<file path="src/rtl/if_fetch_stage.sv">
// ---------------------------------------------------------------------------
// if_fetch_stage
//   Instruction-fetch stage between the PC register and the ID stage. It
//   issues one request at a time on an SRAM-like instruction bus, captures
//   the returned word and delivers {pc, inst} to ID through an output
//   register backed by a one-entry hold buffer. It raises fetch_stall_req to
//   CTRL while a fetch is pending and handles CP0 flushes, including
//   cancelling a response that is already in flight.
//
// Ports
//   cpu_clk_75M, cpu_rst_n   clock, asynchronous active-low reset
//   pc, ce                   fetch address / enable from the PC stage
//   stall[5:0]               CTRL stall vector, stall[1] holds IF/ID
//   cp0_branch_flag          CP0 redirect, flushes this stage
//   fetch_stall_req          asks CTRL to hold PC while a fetch is pending
//   inst_req, inst_addr      request valid / address to instruction memory
//   inst_addr_ok             request accepted this cycle
//   inst_data_ok, inst_rdata read data valid / read data
//   id_valid, id_pc, id_inst delivered instruction to ID
//   id_excp_adel             misaligned-fetch flag (FETCH_ADDR_CHECK_EN only)
//
// Build option
//   FETCH_ADDR_CHECK_EN: misaligned pc raises id_excp_adel instead of fetching.
// ---------------------------------------------------------------------------
module if_fetch_stage #(
    parameter logic [31:0] NOP_INST = 32'h0000_0000,
    parameter logic [31:0] RESET_PC = 32'hBFC0_0000
) (
    input  logic        cpu_clk_75M,
    input  logic        cpu_rst_n,
    input  logic [31:0] pc,
    input  logic        ce,
    input  logic [5:0]  stall,
    input  logic        cp0_branch_flag,
    output logic        fetch_stall_req,
    output logic        inst_req,
    output logic [31:0] inst_addr,
    input  logic        inst_addr_ok,
    input  logic        inst_data_ok,
    input  logic [31:0] inst_rdata,
    output logic        id_valid,
    output logic [31:0] id_pc,
    output logic [31:0] id_inst
`ifdef FETCH_ADDR_CHECK_EN
    ,
    output logic        id_excp_adel
`endif
);

    typedef enum logic [1:0] {
        S_IDLE,
        S_REQ,
        S_WAIT
    } state_t;

    state_t      state_q, state_d;
    logic        cancel_q, cancel_d;
    logic        issue;
    logic        accept;
    logic        word_ok;
    logic        new_vld;
    logic [31:0] new_pc;
    logic [31:0] new_inst;
    logic [31:0] req_pc;
    logic        hold_full;
    logic [31:0] hold_pc;
    logic [31:0] hold_inst;
    logic        flush;
    logic        stall_id;
    logic        unused_stall_bits;

`ifdef FETCH_ADDR_CHECK_EN
    logic        adel_fault;
    logic        hold_adel;
`endif

    assign flush             = cp0_branch_flag;
    assign stall_id          = stall[1];
    assign unused_stall_bits = ^{stall[5:2], stall[0]};

    assign fetch_stall_req = (state_q != S_IDLE) | hold_full |
                             ((state_q == S_IDLE) & ce & ~flush);

    // ---------------- FSM ----------------
    always_ff @(posedge cpu_clk_75M or negedge cpu_rst_n) begin
        if (!cpu_rst_n) begin
            state_q  <= S_IDLE;
            cancel_q <= 1'b0;
        end else begin
            state_q  <= state_d;
            cancel_q <= cancel_d;
        end
    end

    always_comb begin
        state_d  = state_q;
        cancel_d = cancel_q;
        issue    = 1'b0;
        accept   = 1'b0;
        word_ok  = 1'b0;
`ifdef FETCH_ADDR_CHECK_EN
        adel_fault = 1'b0;
`endif
        case (state_q)
            S_IDLE: begin
                if (ce && !flush && !hold_full) begin
`ifdef FETCH_ADDR_CHECK_EN
                    if (pc[1:0] != 2'b00) begin
                        adel_fault = 1'b1;
                    end else begin
                        issue   = 1'b1;
                        state_d = S_REQ;
                    end
`else
                    issue   = 1'b1;
                    state_d = S_REQ;
`endif
                end
            end
            S_REQ: begin
                if (inst_addr_ok) begin
                    // An accepted request must still be drained, so a flush
                    // here turns into a pending cancel rather than a drop.
                    accept   = 1'b1;
                    state_d  = S_WAIT;
                    cancel_d = flush;
                end else if (flush) begin
                    state_d = S_IDLE;
                end
            end
            S_WAIT: begin
                if (inst_data_ok) begin
                    state_d  = S_IDLE;
                    cancel_d = 1'b0;
                    word_ok  = !cancel_q && !flush;
                end else if (flush) begin
                    cancel_d = 1'b1;
                end
            end
            default: begin
                state_d  = S_IDLE;
                cancel_d = 1'b0;
            end
        endcase
    end

    // ---------------- word to deliver this cycle ----------------
    always_comb begin
        new_vld  = word_ok;
        new_pc   = req_pc;
        new_inst = inst_rdata;
`ifdef FETCH_ADDR_CHECK_EN
        if (adel_fault) begin
            new_vld  = 1'b1;
            new_pc   = pc;
            new_inst = NOP_INST;
        end
`endif
    end

    // ---------------- request and delivery registers ----------------
    // A new word and a full hold buffer never coincide: the buffer only fills
    // when the single outstanding request retires, and IDLE will not issue
    // while it is full.
    always_ff @(posedge cpu_clk_75M or negedge cpu_rst_n) begin
        if (!cpu_rst_n) begin
            inst_req  <= 1'b0;
            inst_addr <= '0;
            req_pc    <= '0;
            hold_full <= 1'b0;
            hold_pc   <= '0;
            hold_inst <= NOP_INST;
            id_valid  <= 1'b0;
            id_pc     <= RESET_PC;
            id_inst   <= NOP_INST;
`ifdef FETCH_ADDR_CHECK_EN
            hold_adel    <= 1'b0;
            id_excp_adel <= 1'b0;
`endif
        end else begin
            inst_req <= (state_d == S_REQ);
            if (issue) begin
                inst_addr <= pc;
            end
            if (accept) begin
                req_pc <= inst_addr;
            end

            if (flush) begin
                id_valid  <= 1'b0;
                id_inst   <= NOP_INST;
                hold_full <= 1'b0;
`ifdef FETCH_ADDR_CHECK_EN
                id_excp_adel <= 1'b0;
`endif
            end else if (stall_id) begin
                if (new_vld) begin
                    hold_full <= 1'b1;
                    hold_pc   <= new_pc;
                    hold_inst <= new_inst;
`ifdef FETCH_ADDR_CHECK_EN
                    hold_adel <= adel_fault;
`endif
                end
            end else if (hold_full) begin
                hold_full <= 1'b0;
                id_valid  <= 1'b1;
                id_pc     <= hold_pc;
                id_inst   <= hold_inst;
`ifdef FETCH_ADDR_CHECK_EN
                id_excp_adel <= hold_adel;
`endif
            end else if (new_vld) begin
                id_valid <= 1'b1;
                id_pc    <= new_pc;
                id_inst  <= new_inst;
`ifdef FETCH_ADDR_CHECK_EN
                id_excp_adel <= adel_fault;
`endif
            end else begin
                id_valid <= 1'b0;
                id_inst  <= NOP_INST;
`ifdef FETCH_ADDR_CHECK_EN
                id_excp_adel <= 1'b0;
`endif
            end
        end
    end

endmodule

</file>
<file path="config.mk">
export PLATFORM = sky130hd
export DESIGN_NAME = if_fetch_stage
export DESIGN_NICKNAME = d
export VERILOG_FILES = /design/src/rtl/if_fetch_stage.sv
export SDC_FILE = /design/constraint.sdc
export NUM_CORES = 1
export LEC_CHECK = 0
export ABC_CLOCK_PERIOD_IN_PS = 2500
export CAP_MARGIN = 0
export CORE_AREA = 5 5 198 162
export DETAILED_ROUTE_END_ITERATION = 7
export DIE_AREA = 0 0 203 167
export PLACE_DENSITY_LB_ADDON = 0.05
export SYNTH_ARGS = -nofsm -noshare
export SYNTH_HDL_FRONTEND = slang
export SYNTH_SLANG_ARGS = --single-unit
</file>
<file path="constraint.sdc">
create_clock -name cpu_clk_75M -period 2.5 [get_ports cpu_clk_75M]
set_input_delay 0.375 -clock cpu_clk_75M [delete_from_list [all_inputs] [get_ports cpu_clk_75M]]
set_output_delay 0.375 -clock cpu_clk_75M [all_outputs]
set_load 0.03 [all_outputs]
</file>
==> results.sh <==
export IMPL_synthDistinctLibCells=37
export IMPL_tightestPinTransition_ns=0.629
export IMPL_row_count=57
export IMPL_stdcell_area_mm2=0.0115
export IMPL_grt_pass1_wl_um=35700
export IMPL_clkLatencyLatePin_ns=0.44
export IMPL_clock_fmax_mhz=432
export IMPL_critPathSlowestCell="dfrtp_1"
export IMPL_tns_ns=0
export IMPL_p_leak_uw=0.00491
export IMPL_start_util=0.295
export IMPL_cts_buffers=17
export IMPL_grt_ovfl_total=0
export IMPL_post_drt_via_cell_ratio=4.67
export IMPL_grt_pass1_vias=6193
export IMPL_drtIter0Drc=204
export IMPL_antenna_found_initial=0
export IMPL_slew_violations=0
export IMPL_area_delta_synth_final_pct=31.0
export IMPL_num_vias=5411
export IMPL_numPortBuffers=169
export IMPL_gp_congestion=0.711
export IMPL_diodes=0
export IMPL_grt_start_max_net_pins=70
export IMPL_power_density_mw_per_mm2=1080
export IMPL_track_usage=0.134
export IMPL_endpoint_kind="output pin"
export IMPL_syn_area_mm2=0.00881
export IMPL_routedWlPerCell_um=19.3
export IMPL_path_cells="inv_1, ha_1, inv_1, a211o_1, dlygate4sd2_1"
export IMPL_htree_levels=4
export IMPL_outcome="finished clean"
export IMPL_dpl_hpwl_um=14600
export IMPL_die_h_um=167
export IMPL_ant_nets=0
export IMPL_avgSynthCellArea_um2=14.7
export IMPL_ys_warnings_count=0
export IMPL_root_buffer="clkbuf_16"
export IMPL_numClockSinks=198
export IMPL_drc_errors=0
export IMPL_ys_seq_area_frac=0.564
export IMPL_startpoint_type="register"
export IMPL_drt_pass1_iter_count=4
export IMPL_hp_class="primary input to register"
export IMPL_finalPower_uw=12400
export IMPL_coreArea_mm2=0.0299
export IMPL_nets=844
export IMPL_placed_area_mm2=0.0109
export IMPL_cap_violations=0
export IMPL_wl_um=22300
export IMPL_ys_seq_elements=198
export IMPL_finClkSkew_ns=0.0116
export IMPL_synth_cells=599
export IMPL_crit_type="register to output pin"
export IMPL_syn_nets=680
export IMPL_max_slew_margin=0.581
export IMPL_fillers=2820
export IMPL_crit_arrival_ns=1.94
export IMPL_slowest_delay_ns=0.41
export IMPL_drive_above_1_share=0.240
export IMPL_setup_viol=0
export IMPL_cp_max_fo=6
export IMPL_die_area_mm2=0.0339
export IMPL_ios=175
export IMPL_clk_pin_slew_ns=0.07
export IMPL_cp_required_ns=2.12
export IMPL_peakVddDrop_mv=0.451
export IMPL_cts_tree="yes"
export IMPL_min_period_over_period=0.927
export IMPL_cts_buffer_depth=2
export IMPL_die_x_um=203
export IMPL_rsz0062_at_grt="no"
export IMPL_period_needed_ns=2.32
export IMPL_final_hold_violation_count=0
export IMPL_crit_top_cell="inv_1"
[path summary, 6_finish.rpt]
kind	from	cells after the start	slack, ns	endpoint
worst max-delay path	state_q[0]	5	0.18	fetch_stall_req
worst min-delay path	stall[1]	2	0.31	hold_full
worst max register to register	state_q[0]	5	0.50	inst_addr[10]
worst min register to register	hold_pc[31]	1	0.49	hold_pc[31]
max in group asynchronous	cpu_rst_n	3	1.26	hold_inst[27]
min in group asynchronous	cpu_rst_n	2	0.51	inst_addr[27]
[area by class of cell]
class	instances	area, µm²	share of cell area
clock buffer	22	474	0.0411
clock inverter	10	143	0.0124
inverter	37	139	0.0120
multi-input combinational	320	3380	0.293
sequential	198	4970	0.431
tap	383	479	0.0415
timing repair buffer	189	1950	0.169
[synthesized netlist by cell type, drive strengths merged]
master | instances | area share
nand2b | 1 | 0.00071
nor2 | 2 | 0.0011
nor4bb | 1 | 0.0011
and3 | 1 | 0.0013
dfrtp | 189 | 0.54
a31o | 1 | 0.00099
mux2 | 192 | 0.28
a221oi | 33 | 0.033
and2b | 2 | 0.0017
a211o | 1 | 0.00099
nor3 | 1 | 0.00057
clkbuf | 15 | 0.0064
o31ai | 1 | 0.00085
o21ai | 1 | 0.00057
o211a | 2 | 0.0023
o32a | 1 | 0.0011
nand2 | 1 | 0.00043
o41ai | 1 | 0.00099
and2 | 2 | 0.0014
ha | 5 | 0.0071
nand3 | 32 | 0.018
inv | 37 | 0.016
o21a | 1 | 0.00085
a21oi | 33 | 0.019
and3b | 1 | 0.00099
buf | 29 | 0.032
or3b | 1 | 0.00099
nor2b | 1 | 0.00071
nor3b | 2 | 0.0017
dfstp | 9 | 0.027
[report_power, final]
group	switching [µW]	total [µW]	internal, µW
Combinational	2040	4380	2340
Clock	1230	2900	1660
Sequential	771	5160	4390
[per-layer routing]
metal | routed length, µm | vias up | GRT usage
li1 | - | 2471 | -
met1 | 10300 | 2814 | 0.178
met2 | 10600 | 108 | 0.214
met3 | 1010 | 18 | 0.0373
met4 | 367 | 0 | 0.0431
met5 | 0 | - | 0
[flip-flops by register name (all words and copies together), names as in the netlist]
| name | count |
|---|---|
| id_valid | 1 |
| cancel_q | 1 |
| hold_inst | 32 |
| new_pc | 32 |
| hold_pc | 32 |
| inst_addr | 32 |
| inst_req | 1 |
| id_pc | 32 |
| state_q | 2 |
| hold_full | 1 |
| id_inst | 32 |
[cell families (layout without fill, tap and decap cells)]
kind of cell	Yosys count	count (layout)	synth area share
flops	198	198	0.564
mux	192	192	0.283
buf+inv	81	258	0.0545
compound gates	75	75	0.0602
simple gates	48	48	0.0310
fa+ha+maj	5	5	0.00710
[metrics by stage]
stage,hold slack [ns],setup slack [ns],cells,util
after floorplan,0.0794,0.707,599,-
after global placement,0.440,0.222,1126,0.365
after detailed placement,0.447,0.215,1126,0.365
after CTS,0.291,0.147,1159,0.386
after global routing,0.298,0.0645,1159,0.386
final,0.314,0.183,1159,0.386
[repair_timing]
action / in CTS / in global routing
buffers inserted: 0 / 0
hold buffers: 1 / 0
endpoints found under the hold margin: 57 / 0
setup endpoints to repair: 1 / 0
resized for setup: 1 / 0
[layout by cell type (no fill, tap or decap), types with 3 or more instances in the layout]
master / n
a21oi_1: 33
mux2_1: 72
buf_4: 10
a221oi_1: 33
dfstp_2: 9
clkdlybuf4s50_1: 166
clkbuf_8: 4
nand3_1: 32
clkbuf_16: 17
bufinv_16: 3
dfrtp_1: 188
ha_1: 5
buf_12: 9
mux2_4: 89
inv_1: 37
clkinvlp_4: 4
mux2_2: 31
[worst max-delay path, delay by kind of cell (launching register included)]
kind / cells / cell delay (ns)
DFF: 1 / 0.41
buffers and inverters: 3 / 0.56
adders and majority gates: 1 / 0.29
AOI/OAI and AO/OA: 1 / 0.25
No activity file was read; power rests on OpenSTA's default activity.
